<file path="config.mk">
export PLATFORM = sky130hd
export DESIGN_NAME = frontend_sequencer
export DESIGN_NICKNAME = d
export VERILOG_FILES = /design/src/rtl/frontend_sequencer.sv
export SDC_FILE = /design/constraint.sdc
export NUM_CORES = 1
export LEC_CHECK = 0
export CAP_MARGIN = 10
export CORE_MARGIN = 3
export CORE_UTILIZATION = 48
export CTS_BUF_LIST = sky130_fd_sc_hd__clkbuf_8
export CTS_CLUSTER_SIZE = 24
export DETAILED_ROUTE_END_ITERATION = 16
export HOLD_SLACK_MARGIN = 0.06
export PLACE_DENSITY = 0.78
export SLEW_MARGIN = 20
export SYNTH_ARGS = -nofsm -noshare
export SYNTH_HDL_FRONTEND = slang
export SYNTH_SLANG_ARGS = --single-unit
</file>
<file path="constraint.sdc">
create_clock -name clock -period 3 [get_ports clock]
set_clock_uncertainty 0.2 [all_clocks]
set_input_delay 0.75 -clock clock [delete_from_list [all_inputs] [get_ports clock]]
set_output_delay 0.75 -clock clock [all_outputs]
set_load 0.03 [all_outputs]
</file>
<file path="src/rtl/frontend_sequencer.sv">
// frontend_sequencer: per-tile control FSM driving the compute frontend enables, addresses and arbiter phase
module frontend_sequencer #(
    parameter int addr_width_ia       = 11,
    parameter int wts_bram_addr_width = 4,
    parameter int ram_address_width   = 5,
    parameter int arb_steps           = 5,
    parameter int pipe_lat            = 2
) (
    input  logic                           clock,
    input  logic                           reset,
    input  logic                           start,
    input  logic [addr_width_ia-1:0]       num_ia_rows,
    input  logic [wts_bram_addr_width-1:0] wts_base,
    input  logic [ram_address_width-1:0]   addr_base,
    output logic [wts_bram_addr_width-1:0] wts_bram_addr,
    output logic                           enable_wts_rom,
    output logic                           wts_rf_enable,
    output logic                           addr_bram_enable,
    output logic [ram_address_width-1:0]   ram_address,
    output logic                           addr_rf_enable,
    output logic                           enable_IA_ram,
    output logic [addr_width_ia-1:0]       address_ia,
    output logic [2:0]                     control_arbiter,
    output logic [2:0]                     addr_arbiter_ctrl,
    output logic                           product_valid,
    output logic                           busy,
    output logic                           done
);
    typedef enum logic [2:0] {IDLE, WTS_FETCH, WTS_LOAD, COMPUTE, DRAIN, DONE} state_t;
    state_t state;
    logic [addr_width_ia-1:0] rows;
    logic [pipe_lat-1:0] vsr;
    logic [7:0] dcnt;
    logic arb_wrap, row_last;
    always_comb begin
        arb_wrap = control_arbiter == 3'(arb_steps - 1);
        row_last = address_ia == rows - addr_width_ia'(1);
    end
    assign product_valid = vsr[pipe_lat-1];
    // address_ia and control_arbiter double as the row and phase counters
    always_ff @(posedge clock or negedge reset) begin
        if (!reset) begin
            state             <= IDLE;
            rows              <= '0;
            vsr               <= '0;
            dcnt              <= '0;
            wts_bram_addr     <= '0;
            enable_wts_rom    <= 1'b0;
            wts_rf_enable     <= 1'b0;
            addr_bram_enable  <= 1'b0;
            ram_address       <= '0;
            addr_rf_enable    <= 1'b0;
            enable_IA_ram     <= 1'b0;
            address_ia        <= '0;
            control_arbiter   <= '0;
            addr_arbiter_ctrl <= '0;
            busy              <= 1'b0;
            done              <= 1'b0;
        end else begin
            enable_wts_rom   <= 1'b0;
            addr_bram_enable <= 1'b0;
            wts_rf_enable    <= 1'b0;
            addr_rf_enable   <= 1'b0;
            done             <= 1'b0;
            vsr              <= pipe_lat'({vsr, state == COMPUTE});
            case (state)
                IDLE: if (start && num_ia_rows != '0) begin
                    state            <= WTS_FETCH;
                    rows             <= num_ia_rows;
                    wts_bram_addr    <= wts_base;
                    ram_address      <= addr_base;
                    enable_wts_rom   <= 1'b1;
                    addr_bram_enable <= 1'b1;
                    busy             <= 1'b1;
                end
                WTS_FETCH: begin
                    state          <= WTS_LOAD;
                    wts_rf_enable  <= 1'b1;
                    addr_rf_enable <= 1'b1;
                end
                WTS_LOAD: begin
                    state             <= COMPUTE;
                    enable_IA_ram     <= 1'b1;
                    address_ia        <= '0;
                    control_arbiter   <= '0;
                    addr_arbiter_ctrl <= '0;
                end
                COMPUTE: if (arb_wrap && row_last) begin
                    state         <= DRAIN;
                    enable_IA_ram <= 1'b0;
                    dcnt          <= '0;
                end else begin
                    control_arbiter   <= arb_wrap ? 3'd0 : control_arbiter + 3'd1;
                    addr_arbiter_ctrl <= arb_wrap ? 3'd0 : control_arbiter + 3'd1;
                    address_ia        <= address_ia + addr_width_ia'(arb_wrap);
                end
                DRAIN: if (dcnt == 8'(pipe_lat - 1)) begin
                    state <= DONE;
                    done  <= 1'b1;
                end else begin
                    dcnt <= dcnt + 8'd1;
                end
                DONE: begin
                    state <= IDLE;
                    busy  <= 1'b0;
                end
                default: state <= IDLE;
            endcase
        end
    end
endmodule

</file>
=== Word-level counts from Yosys, hierarchy flattened ===
Index checks and enable logic that the tools add are counted.

* Register bits: 52
* Output and inout bits: 34

* Add/sub/neg operators: 4
* Equality and inequality tests: 13
* Multiplexer cells: 21
* Reductions and logical operators: 13

{| class="wikitable"
|+ Operator list
! kind !! count
|-
| case mux 11 bit (2 select lines) || 1
|-
| two-way mux 8 bit || 2
|-
| case mux 8 bit (2 select lines) || 1
|-
| two-way mux 3 bit || 5
|-
| case mux 3 bit (5 select lines) || 1
|-
| adder 11 x 1 -> 11 bit || 1
|-
| equality test 11 bit || 1
|-
| two-way mux 11 bit || 1
|-
| nonzero test 11 bit || 1
|-
| subtractor 11 x 1 -> 11 bit (second input constant) || 1
|-
| equality test 3 bit (second input constant) || 3
|-
| adder 8 x 1 -> 8 bit (second input constant) || 1
|-
| equality test 8 x 1 -> 1 bit (second input constant) || 1
|-
| inequality test 2 bit (second input constant) || 4
|-
| AND reduction 2 bit || 4
|-
| two-way mux 1 bit || 7
|-
| equality test 3 x 2 -> 1 bit (second input constant) || 2
|-
| case mux 3 bit (2 select lines) || 1
|-
| AND reduction 3 bit || 2
|-
| nonzero test 2 bit || 3
|-
| case mux 1 bit (2 select lines) || 2
|-
| adder 3 x 1 -> 3 bit (second input constant) || 1
|-
| equality test 3 x 1 -> 1 bit (second input constant) || 1
|-
| logical NOT 3 bit || 1
|-
| other kinds (2) || 3
|}

=== Logic depth before layout (Yosys ltp) ===
Gate-level depths: netlist of run 1.

* Depth in word-level cells: 5
* Mapped depth: 11
* Mapped depth without buffers: 9

=== Least setup slack after synthesis of run 1 ===
OpenSTA, ideal clock, no wires.

* Path kind: reg2reg
* From: register rows[0]
* To: register address_ia[8]
* Data arrival time: 2.688 ns
* Data required time: 2.722 ns
* Setup slack: 0.034 ns
* Cell stages (with the launch flop): 10
* Buffers on the path: 1
* Period minus slack after synthesis: 2.966 ns
* Cell sequence: dfrtp_1 -> inv_1 -> ha_1 -> or3b_2 -> or4_4 -> o2111ai_2 -> nor3_2 -> buf_6 -> or3_2 -> a21oi_1

* Cells in the longest elaborated chain, start to end: 5

{| class="wikitable"
|+ Ends and longest elaborated chain
! element !! RTL line !! RTL
|-
| from (decl) || 31 || <nowiki>logic [addr_width_ia-1:0] rows;</nowiki>
|-
| from (signal assigned) || 69 || <nowiki>rows <= num_ia_rows;</nowiki>
|-
| subtractor 11 x 1 -> 11 bit || 37 || <nowiki>row_last = address_ia == rows - addr_width_ia'(1);</nowiki>
|-
| equality test 11 bit || 37 ||
|-
| logical AND 1 bit || 88 || <nowiki>COMPUTE: if (arb_wrap && row_last) begin</nowiki>
|-
| inequality test 2 bit (no source line) || - ||
|-
| AND reduction 2 bit (no source line) || - ||
|-
| to (signal assigned) || 95 || <nowiki>address_ia <= address_ia + addr_width_ia'(arb_wrap);</nowiki>
|-
| to (decl) || 22 || <nowiki>output logic [addr_width_ia-1:0] address_ia,</nowiki>
|}

No other way between the ends.
A chain may end at the register's enable or synchronous reset.

=== Final worst setup path of run 1 ===
* From: register rows[0]
* To: register address_ia[5]

The elaborated chain is that of the path after synthesis.

==> impl_metrics.tcl, run 1 <==
set metrics [dict create \
    outcome "finished clean" \
    drv_cap 0 \
    wire_per_inst_um 14.5 \
    critical_path_class "reg -> reg" \
    cts_htree_levels 2 \
    cts.reportedPaths.clkPinSlew_ns 0.10 \
    area.growth.synth_to_final_pct 32.3 \
    ant_nets 0 \
    drive_above_1_share_pct 17.3 \
    routed_wl_um 6350 \
    fin_crit_sh_pct 97.1 \
    cts_root_buffer "clkbuf_8" \
    grt_start_max_net_pins 30 \
    ys_ff_latch 52 \
    vias 2370 \
    io_buffer_count 56 \
    dieArea_sq_um 6720 \
    hold_ws_ns 0.164 \
    path_max_fanout 14 \
    initial_core_util_pct 50.0 \
    synth_nets 325 \
    hold_path_class "reg -> reg" \
    grt_pass1_wl_um 10600 \
    instances_no_fill 437 \
    maxSlewViolCount 0 \
    drt_pre_antenna_iters 4 \
    critPathCaptureType "register" \
    fin_setup_tns_ns 0 \
    syn_area_sq_um 2770 \
    grt.overflow.total 0 \
    period_needed_ns 2.91 \
    pin_count 57 \
    placed_area_sq_um 3450 \
    synth_top_area_cell "dfrtp_1" \
    setup_violations 0 \
    cts_sinks 52 \
    fillCellCount 467 \
    hold_viol_final 0 \
    p_per_area_nw_per_um2 530 \
    drc 0 \
    num_antenna_cells 0 \
    place_congestion 0.890 \
    drt_iter0_markers 114 \
    tightest_slew_ns 0.653 \
    syn_avg_cell_area_sq_um 9.39 \
    antenna_found_initial 0 \
    die_h_um 82.0 \
    synth_async_sr_flop_share_pct 100 \
    cts_buffer_depth 2 \
    slew_headroom_pct 56.3 \
    fin_area_sq_um 3660 \
    max_freq_mhz 343 \
    p_leak_nw 1.66 \
    synth_area_leaders "dfrtp_1, nand2_1, ha_1" \
    critPathRequiredTime_ns 3.05 \
    syn_inst 295 \
    vdd_drop_max_mv 0.422 \
    synth_edf_count 0 \
    hpwlAfterDp_um 4670 \
    cp-start-kind "register" \
    vias_per_cell 5.42 \
    synth-main-ff-cell "dfrtp_1" \
    insertion_delay_ns 0.32 \
    cts_tree "built" \
    chipWidth_um 82.0 \
    ys_seq_area_share_pct 47.0 \
    synth_warnings 0 \
    dp_cells 423 \
    crit_arrival_ns 2.96 \
    fin_nets 394 \
    cts_inserted_buffers 5 \
    synth_top_area_share_pct 47.0 \
    core_sq_um 5540 \
    floorplan.rows 27 \
    grt_pass1_vias 2310 \
    grt_use_total_pct 20.1 \
    ys_types 54 \
]
logic make-up (layout without fill, tap and decap cells):
logic type	Yosys count	count (layout)	synth area share, %
muxes	7	7	2.67
and+or+nand+nor	138	138	25.5
adders and majority gates	7	7	3.16
buffers and inverters	32	102	6.01
AOI/OAI and AO/OA	41	41	9.99
DFF	52	52	47.0
xor gates and xnor gates	18	18	5.69
worst paths after layout:
check	start	to	slack [ns]	cells past startpoint
min in group asynchronous	reset	addr_rf_enable$_DFF_PN0_	0.21	2
setup reg to reg	rows[0]$_DFFE_PN0P_	address_ia[5]$_DFFE_PN0P_	0.09	9
hold reg to reg	vsr[0]$_DFF_PN0_	vsr[1]$_DFF_PN0_	0.16	0
setup / recovery	rows[0]$_DFFE_PN0P_	address_ia[5]$_DFFE_PN0P_	0.09	9
hold / removal	vsr[0]$_DFF_PN0_	vsr[1]$_DFF_PN0_	0.16	0
max in group asynchronous	reset	ram_address[3]$_DFFE_PN0P_	2.09	2
Yosys cell counts (3+ instances only):
cell and number:
ha_1 7, nor4_1 3, a21oi_1 7, o21ai_0 11
xor2_1 10, dfrtp_1 52, o211ai_1 4, nand3_1 4
nor2_1 19, nand3b_1 3, mux2_2 3, clkbuf_1 5
or4_1 4, o31ai_1 6, and3_1 5, nand2_1 62
xnor2_1 8, buf_1 3, buf_4 5, inv_1 13
nand4_1 8, or3_1 3, nor3_1 5, mux2i_1 4
or3_2 4
per-stage QoR:
| stage | total power [mW] | utilization [%] | worst slack, ns |
|---|---|---|---|
| 6_report | 1.94 | 66.1 | 0.0868 |
| 3_5_place_dp | 1.50 | 62.2 | -0.174 |
| 2_1_floorplan | 1.26 | - | 0.0341 |
| 5_1_grt | 2.05 | 66.1 | -0.00836 |
| 3_3_place_gp | 1.48 | 62.2 | -0.0190 |
| 4_1_cts | 1.93 | 64.5 | 0.0205 |
state kept, by name, indices dropped and copies added (netlist names):
signal / flops
addr_bram_enable: 1
ram_address: 5
vsr: 2
wts_bram_addr: 4
busy: 1
state: 3
rows: 11
dcnt: 8
enable_IA_ram: 1
done: 1
address_ia: 11
addr_arbiter_ctrl: 3
addr_rf_enable: 1
cells in the final DEF (no fill, tap or decap), types with 2 or more instances in the layout:
cell             count
a21oi_1              3
a21oi_2              4
and3_1               5
buf_4               22
clkbuf_8             6
clkdlybuf4s50_1     55
dfrtp_1             52
ha_1                 6
inv_1               11
inv_2                2
mux2_2               3
mux2i_1              4
nand2_1             62
nand2b_1             2
nand3_1              4
nand3b_1             3
nand4_1              8
nor2_1              19
nor3_1               5
nor3b_1              2
nor4_1               3
o211ai_1             4
o21ai_0             11
o21ai_2              2
o31ai_1              6
or2_2                2
or3_1                3
or3_2                4
or4_1                2
or4_4                4
xnor2_1              8
xor2_1              10
worst max-delay path, cell delays in order (launching register included):
cell	delay (ns)
dfrtp_1	0.42
inv_2	0.07
ha_2	0.17
or3b_4	0.38
or4_4	0.51
o2111ai_4	0.25
nor3_4	0.07
buf_12	0.15
or3_2	0.45
a21oi_2	0.15
routing by layer:
layer  track usage (%)  routed length [um]  up-vias
met5                 0                   0        -
met2              32.5                2990       72
li1                  -                   -     1150
met3              4.61                 336       14
met1              26.2                2870     1134
met4              7.97                 153        0
power by group:
part	switching (mW)	leakage, nW	internal, mW
logic	0.349	0.947	0.298
registers	0.0923	0.658	0.770
clock network	0.242	0.0516	0.189
layout make-up:
class / count / area [sq um] / area share [%]
clock buffers: 6 / 82.6 / 2.25
clock inverters: 2 / 13.8 / 0.376
well taps: 72 / 90.1 / 2.46
flip-flops and latches: 52 / 1300 / 35.5
multi-input cells: 211 / 1370 / 37.4
inverters: 14 / 52.6 / 1.43
repair buffers: 80 / 752 / 20.5
repair_timing:
item	in CTS	in global routing
gates resized for setup	4	12
pin swaps	2	6
hold buffers	0	0
buffers inserted	0	6
endpoints found under the setup margin	3	17
endpoints found under the hold margin	0	0
No activity file was read; power rests on OpenSTA's default activity.
==> inputs of run 2 (changes only) <==
Settings changed: CORE_MARGIN 3 to 4, CTS_CLUSTER_DIAMETER set to 150.
==> run 2 against run 1 <==
Net effect: the run now ends with setup timing left; clock power is 4.6% lower; fmax is 3.3% lower; total power hardly changed; register-to-register slack worse by 0.099 ns; final area is 0.61% higher; setup slack worse by 0.099 ns; count of clock-buffer cells in the layout stayed put; first-iteration DRC count is 13% lower; critical path depth is 1 higher; non-clock buffer count stayed put; largest cell class unchanged; largest power group unchanged; highest routed layer unchanged.
==> impl_metrics.tcl, run 2 (synthesis results as in run 1) <==
set metrics [dict create \
    outcome "finished with violations" \
    violations "setup timing" \
    p_leak_nw 1.67 \
    layout_common_cells "nand2_1, clkdlybuf4s50_1, dfrtp_1, nor2_1, buf_4" \
    maxSlewViolCount 0 \
    hold_end "vsr[1]$_DFF_PN0_" \
    setup_violations 3 \
    fin_crit_sh_pct 100 \
    critPathRequiredTime_ns 3.04 \
    placed_area_sq_um 3430 \
    slew_headroom_pct 58.2 \
    rsz0062_at_grt "yes" \
    final_common_cell "nand2_1" \
    cp-start-kind "register" \
    r2r_cells 10 \
    vias_per_cell 5.46 \
    insertion_delay_ns 0.30 \
    crit_arrival_ns 3.05 \
    crit_buf_inv 3 \
    pin_count 57 \
    dp_cells 421 \
    cts_buffer_depth 2 \
    postCtsHoldBufs 0 \
    min_from "vsr[0]$_DFF_PN0_" \
    wire_per_inst_um 15.0 \
    routed_wl_um 6560 \
    power_mw 1.94 \
    instances_no_fill 437 \
    max_freq_mhz 332 \
    critical_path_class "reg -> reg" \
    fin_area_sq_um 3690 \
    io_buffer_count 56 \
    cp_slowest_cell "or4_4" \
    cts.reportedPaths.clkPinSlew_ns 0.09 \
    cts_inserted_buffers 5 \
    worstPathCellList "buf_6 > or4_4 > or4_4 > a32oi_4 > o2111ai_4 > nor3_4 > buf_2 > buf_4 > o21ai_2 > a21oi_2" \
    drv_cap 0 \
    critPathCaptureType "register" \
    dieArea_sq_um 7050 \
    p_per_area_nw_per_um2 526 \
    grt_start_max_net_pins 29 \
    crit_path_frequent_cell "or4_4" \
    cts_root_buffer "clkbuf_8" \
    hold_ws_ns 0.160 \
    hold-path-cell-count 0 \
    initial_core_util_pct 50.0 \
    num_antenna_cells 0 \
    cts_htree_levels 2 \
    chipWidth_um 84.0 \
    vias 2384 \
    grt_pass1_vias 2400 \
    rr_startpoint "rows[1]$_DFFE_PN0P_" \
    grt.overflow.total 0 \
    critPathMaxStageDelay_ns 0.52 \
    place_congestion 0.934 \
    drc 0 \
    drt_iter0_markers 99 \
    fin_nets 394 \
    largest_registers "address_ia x11, rows x11, dcnt x8" \
    hpwlAfterDp_um 4740 \
    floorplan.rows 27 \
    cts_sinks 52 \
    grt_use_total_pct 19.2 \
    cts_tree "built" \
    area.growth.synth_to_final_pct 33.1 \
    tightest_slew_ns 0.625 \
    setup_ws_ns -0.0123 \
    hold_path_class "reg -> reg" \
    regToRegSetupSlack_ns -0.01 \
    ant_nets 0 \
    core_sq_um 5540 \
    grt_pass1_wl_um 11100 \
    vdd_drop_max_mv 0.427 \
    die_h_um 84.0 \
    cp_top_family "simple AND/OR/NAND/NOR gates" \
    top_layer "met4" \
    wl_met2_um 3340 \
    wl_met1_um 2820 \
    worstReg2RegEnd "address_ia[8]$_DFFE_PN0P_" \
    fillCellCount 456 \
    period_needed_ns 3.01 \
    hold_viol_final 0 \
    drive_above_1_share_pct 17.0 \
    antenna_found_initial 0 \
    met3_length_um 298 \
    path_max_fanout 7 \
    drt_pre_antenna_iters 5 \
]
## run 2: layout make-up
type	instances	area, sq um	share of cell area (%)
repair buffers	80	768	20.8
well taps	72	90.1	2.44
inverters	14	52.6	1.43
flip-flops and latches	52	1300	35.3
multi-input cells	211	1380	37.4
clock inverters	2	11.3	0.305
clock buffers	6	82.6	2.24
## run 2: worst reg2reg max path, stage by stage, from the launching register on
cell and delay (ns):
dfrtp_1 0.42, buf_6 0.13, or4_4 0.52, or4_4 0.52
a32oi_4 0.23, o2111ai_4 0.18, nor3_4 0.25, buf_2 0.21
buf_4 0.13, o21ai_2 0.06, a21oi_2 0.11
## run 2: power by group
group | switching [mW] | total (mW) | internal [mW]
Clock | 0.226 | 0.411 | 0.185
Combinational | 0.357 | 0.664 | 0.307
Sequential | 0.0949 | 0.865 | 0.770
Total | 0.678 | 1.94 | 1.26
## run 2: how the worst max path moves through the flow
stage	startpoint	to	slack, ns	depth (start not counted)
after CTS	rows[3]$_DFFE_PN0P_	dcnt[0]$_DFFE_PN0P_	-0.006	9
after global routing	num_ia_rows[1]	rows[1]$_DFFE_PN0P_	-0.13	8
final	rows[1]$_DFFE_PN0P_	address_ia[8]$_DFFE_PN0P_	-0.01	10
after floorplan	rows[0]$_DFFE_PN0P_	address_ia[8]$_DFFE_PN0P_	0.03	9
after detailed placement	rows[1]$_DFFE_PN0P_	dcnt[0]$_DFFE_PN0P_	-0.05	8
after global placement	rows[1]$_DFFE_PN0P_	address_ia[2]$_DFFE_PN0P_	-0.01	9
## run 2: metal layers
metal  vias to the layer above  track usage (%)
met2                        64             32.9
met3                         9             4.34
met1                      1159             23.9
li1                       1152                -
met4                         0             6.43
met5                         -                0
## run 2: timing repair
| action | in CTS | in global routing |
|---|---|---|
| pin swaps | 6 | 12 |
| gates resized for setup | 8 | 16 |
| setup buffers | 3 | 4 |
| cloned | 1 | 0 |
| endpoints found under the setup margin | 13 | 22 |
## run 2: per-stage QoR
| step | TNS (ns) | util (%) | setup slack [ns] |
|---|---|---|---|
| 6_report | -0.0284 | 66.5 | -0.0123 |
| 2_1_floorplan | 0 | - | 0.0341 |
| 3_3_place_gp | -0.0401 | 62.0 | -0.0118 |
| 5_1_grt | -1.51 | 66.5 | -0.130 |
| 4_1_cts | -0.00620 | 64.9 | -0.00620 |
| 3_5_place_dp | -0.361 | 62.0 | -0.0535 |
==> inputs of run 3 (changes only) <==
Settings changed: GPL_TIMING_DRIVEN set to 0.
==> run 3 against run 2 <==
Net effect: the run now ends clean; via count increased by 0.13%; sequential cell count unchanged; first-iteration DRC count decreased by 5.1%; register-to-register slack improved by 0.03 ns; total power decreased by 0.69%; sequential share of layout area decreased by 0.078 points; non-clock buffer count increased by 5; die area unchanged; combinational power increased by 3%; core utilization increased by 0.34 points; count of clock-buffer cells in the layout decreased by 1.
==> impl_metrics.tcl, run 3 (synthesis results as in run 1) <==
set metrics [dict create \
    path_max_fanout 6 \
    period_needed_ns 2.98 \
    dieArea_sq_um 7050 \
    multiInputGateArea_sq_um 1390 \
    critical_path_class "reg -> reg" \
    max_freq_mhz 335 \
    maxSlewViolCount 0 \
    grt_pass1_wl_um 10900 \
    wire_per_inst_um 14.7 \
    fillCellCount 456 \
    io_buffer_count 56 \
    vias_per_cell 5.40 \
    drv_cap 0 \
    initial_core_util_pct 50.0 \
    hold_path_class "reg -> reg" \
    regArea_sq_um 1310 \
    outcome "finished clean" \
    drc 0 \
    pin_count 57 \
    critPathCaptureType "register" \
    cts_inserted_buffers 5 \
    routed_wl_um 6480 \
    grt_start_max_net_pins 53 \
    ant_nets 0 \
    cts_root_buffer "clkbuf_8" \
    hold_viol_final 0 \
    fin_util_pct 66.9 \
    chipWidth_um 84.0 \
    vias 2387 \
    final_common_cell "nand2_1" \
    drt_iter0_markers 94 \
    cts_tree "built" \
    cts_htree_levels 2 \
    core_sq_um 5540 \
    place_congestion 0.857 \
    placed_area_sq_um 3420 \
    antenna_found_initial 0 \
    drive_above_1_share_pct 17.0 \
    setup_violations 0 \
    cts.reportedPaths.clkPinSlew_ns 0.09 \
    hold_ws_ns 0.162 \
    grt_use_total_pct 18.7 \
    slew_headroom_pct 56.6 \
    drt_pre_antenna_iters 4 \
    area.growth.synth_to_final_pct 33.8 \
    cts_buffer_depth 2 \
    hpwlAfterDp_um 4390 \
    num_antenna_cells 0 \
    power_mw 1.93 \
    layout_common_cells "nand2_1, clkdlybuf4s50_1, dfrtp_1, nor2_1, buf_4" \
    cts_sinks 52 \
    fin_crit_sh_pct 99.4 \
    crit_arrival_ns 2.96 \
    fin_area_sq_um 3700 \
    critPathRequiredTime_ns 2.98 \
    setup_ws_ns 0.0190 \
    largest_registers "address_ia x11, rows x11, dcnt x8" \
    die_h_um 84.0 \
    vdd_drop_max_mv 0.482 \
    grt.overflow.total 0 \
    cp-start-kind "register" \
    p_leak_nw 1.67 \
    tightest_slew_ns 0.651 \
    floorplan.rows 27 \
    place_ws_ns -0.841 \
    fin_nets 399 \
    insertion_delay_ns 0.31 \
    rsz0062_at_grt "yes" \
    p_per_area_nw_per_um2 520 \
    grt_pass1_vias 2406 \
]
-- run 3: changes by cell type in the layout (fill, tap and decap cells not counted), sizes merged --
cell      delta
clkinv       +1
inv          +1
clkinvlp     -1
clkbuf       +4
-- run 3: where the power goes --
part	switching, mW	internal [mW]
Clock	0.230	0.160
Sequential	0.0826	0.770
Combinational	0.366	0.317
Total	0.679	1.25
-- run 3: path summary, 6_finish.rpt --
kind	depth (start not counted)	endpoint	slack, ns	from
max	9	addr_arbiter_ctrl[1]$_DFFE_PN0P_	0.02	rows[5]$_DFFE_PN0P_
min reg2reg	0	vsr[1]$_DFF_PN0_	0.16	vsr[0]$_DFF_PN0_
max in group asynchronous	1	rows[2]$_DFFE_PN0P_	1.87	reset
min in group asynchronous	1	address_ia[2]$_DFFE_PN0P_	0.27	reset
max reg2reg	9	addr_arbiter_ctrl[1]$_DFFE_PN0P_	0.02	rows[5]$_DFFE_PN0P_
min	0	vsr[1]$_DFF_PN0_	0.16	vsr[0]$_DFF_PN0_
-- run 3: per-stage QoR --
| stage | setup TNS [ns] | std cells |
|---|---|---|
| after global placement | -40.25 | 423 |
| after floorplan | 0 | 295 |
| after CTS | -0.00537 | 436 |
| after global routing | -0.543 | 442 |
| after detailed placement | -17.50 | 423 |
| final | 0 | 442 |
-- run 3: final cells by class --
type	count	area share, %
clock buffer	5	1.86
tap	72	2.43
buffer	15	2.74
inverter	14	1.42
multi-input combinational	211	37.4
clock inverter	3	0.439
sequential	52	35.2
timing repair buffer	70	18.5
-- run 3: critical path, cell delays in order (launching register included) --
cell and delay (ns):
dfrtp_2 0.45, or4_4 0.55, or4_4 0.55, a32oi_2 0.24
o2111ai_4 0.17, nor3_4 0.26, buf_6 0.17, buf_12 0.11
nand3b_1 0.09, o31ai_1 0.07
-- run 3: layer usage --
metal  track usage [%]  up-vias  part of all wire (%)
met5                 0        -                     0
met2              32.7       61                    49
met3              4.44        9                   5.4
met1              23.0     1155                    44
li1                  -     1162                     -
met4              5.56        0                   1.5
-- run 3: repair_timing --
| item | 4_1_cts | 5_1_grt |
|---|---|---|
| setup endpoints to repair | 37 | 29 |
| gates resized for setup | 17 | 7 |
| hold buffers | 0 | 0 |
| buffers inserted | 6 | 6 |
| gates cloned | 1 | 1 |
| pin swaps | 9 | 6 |
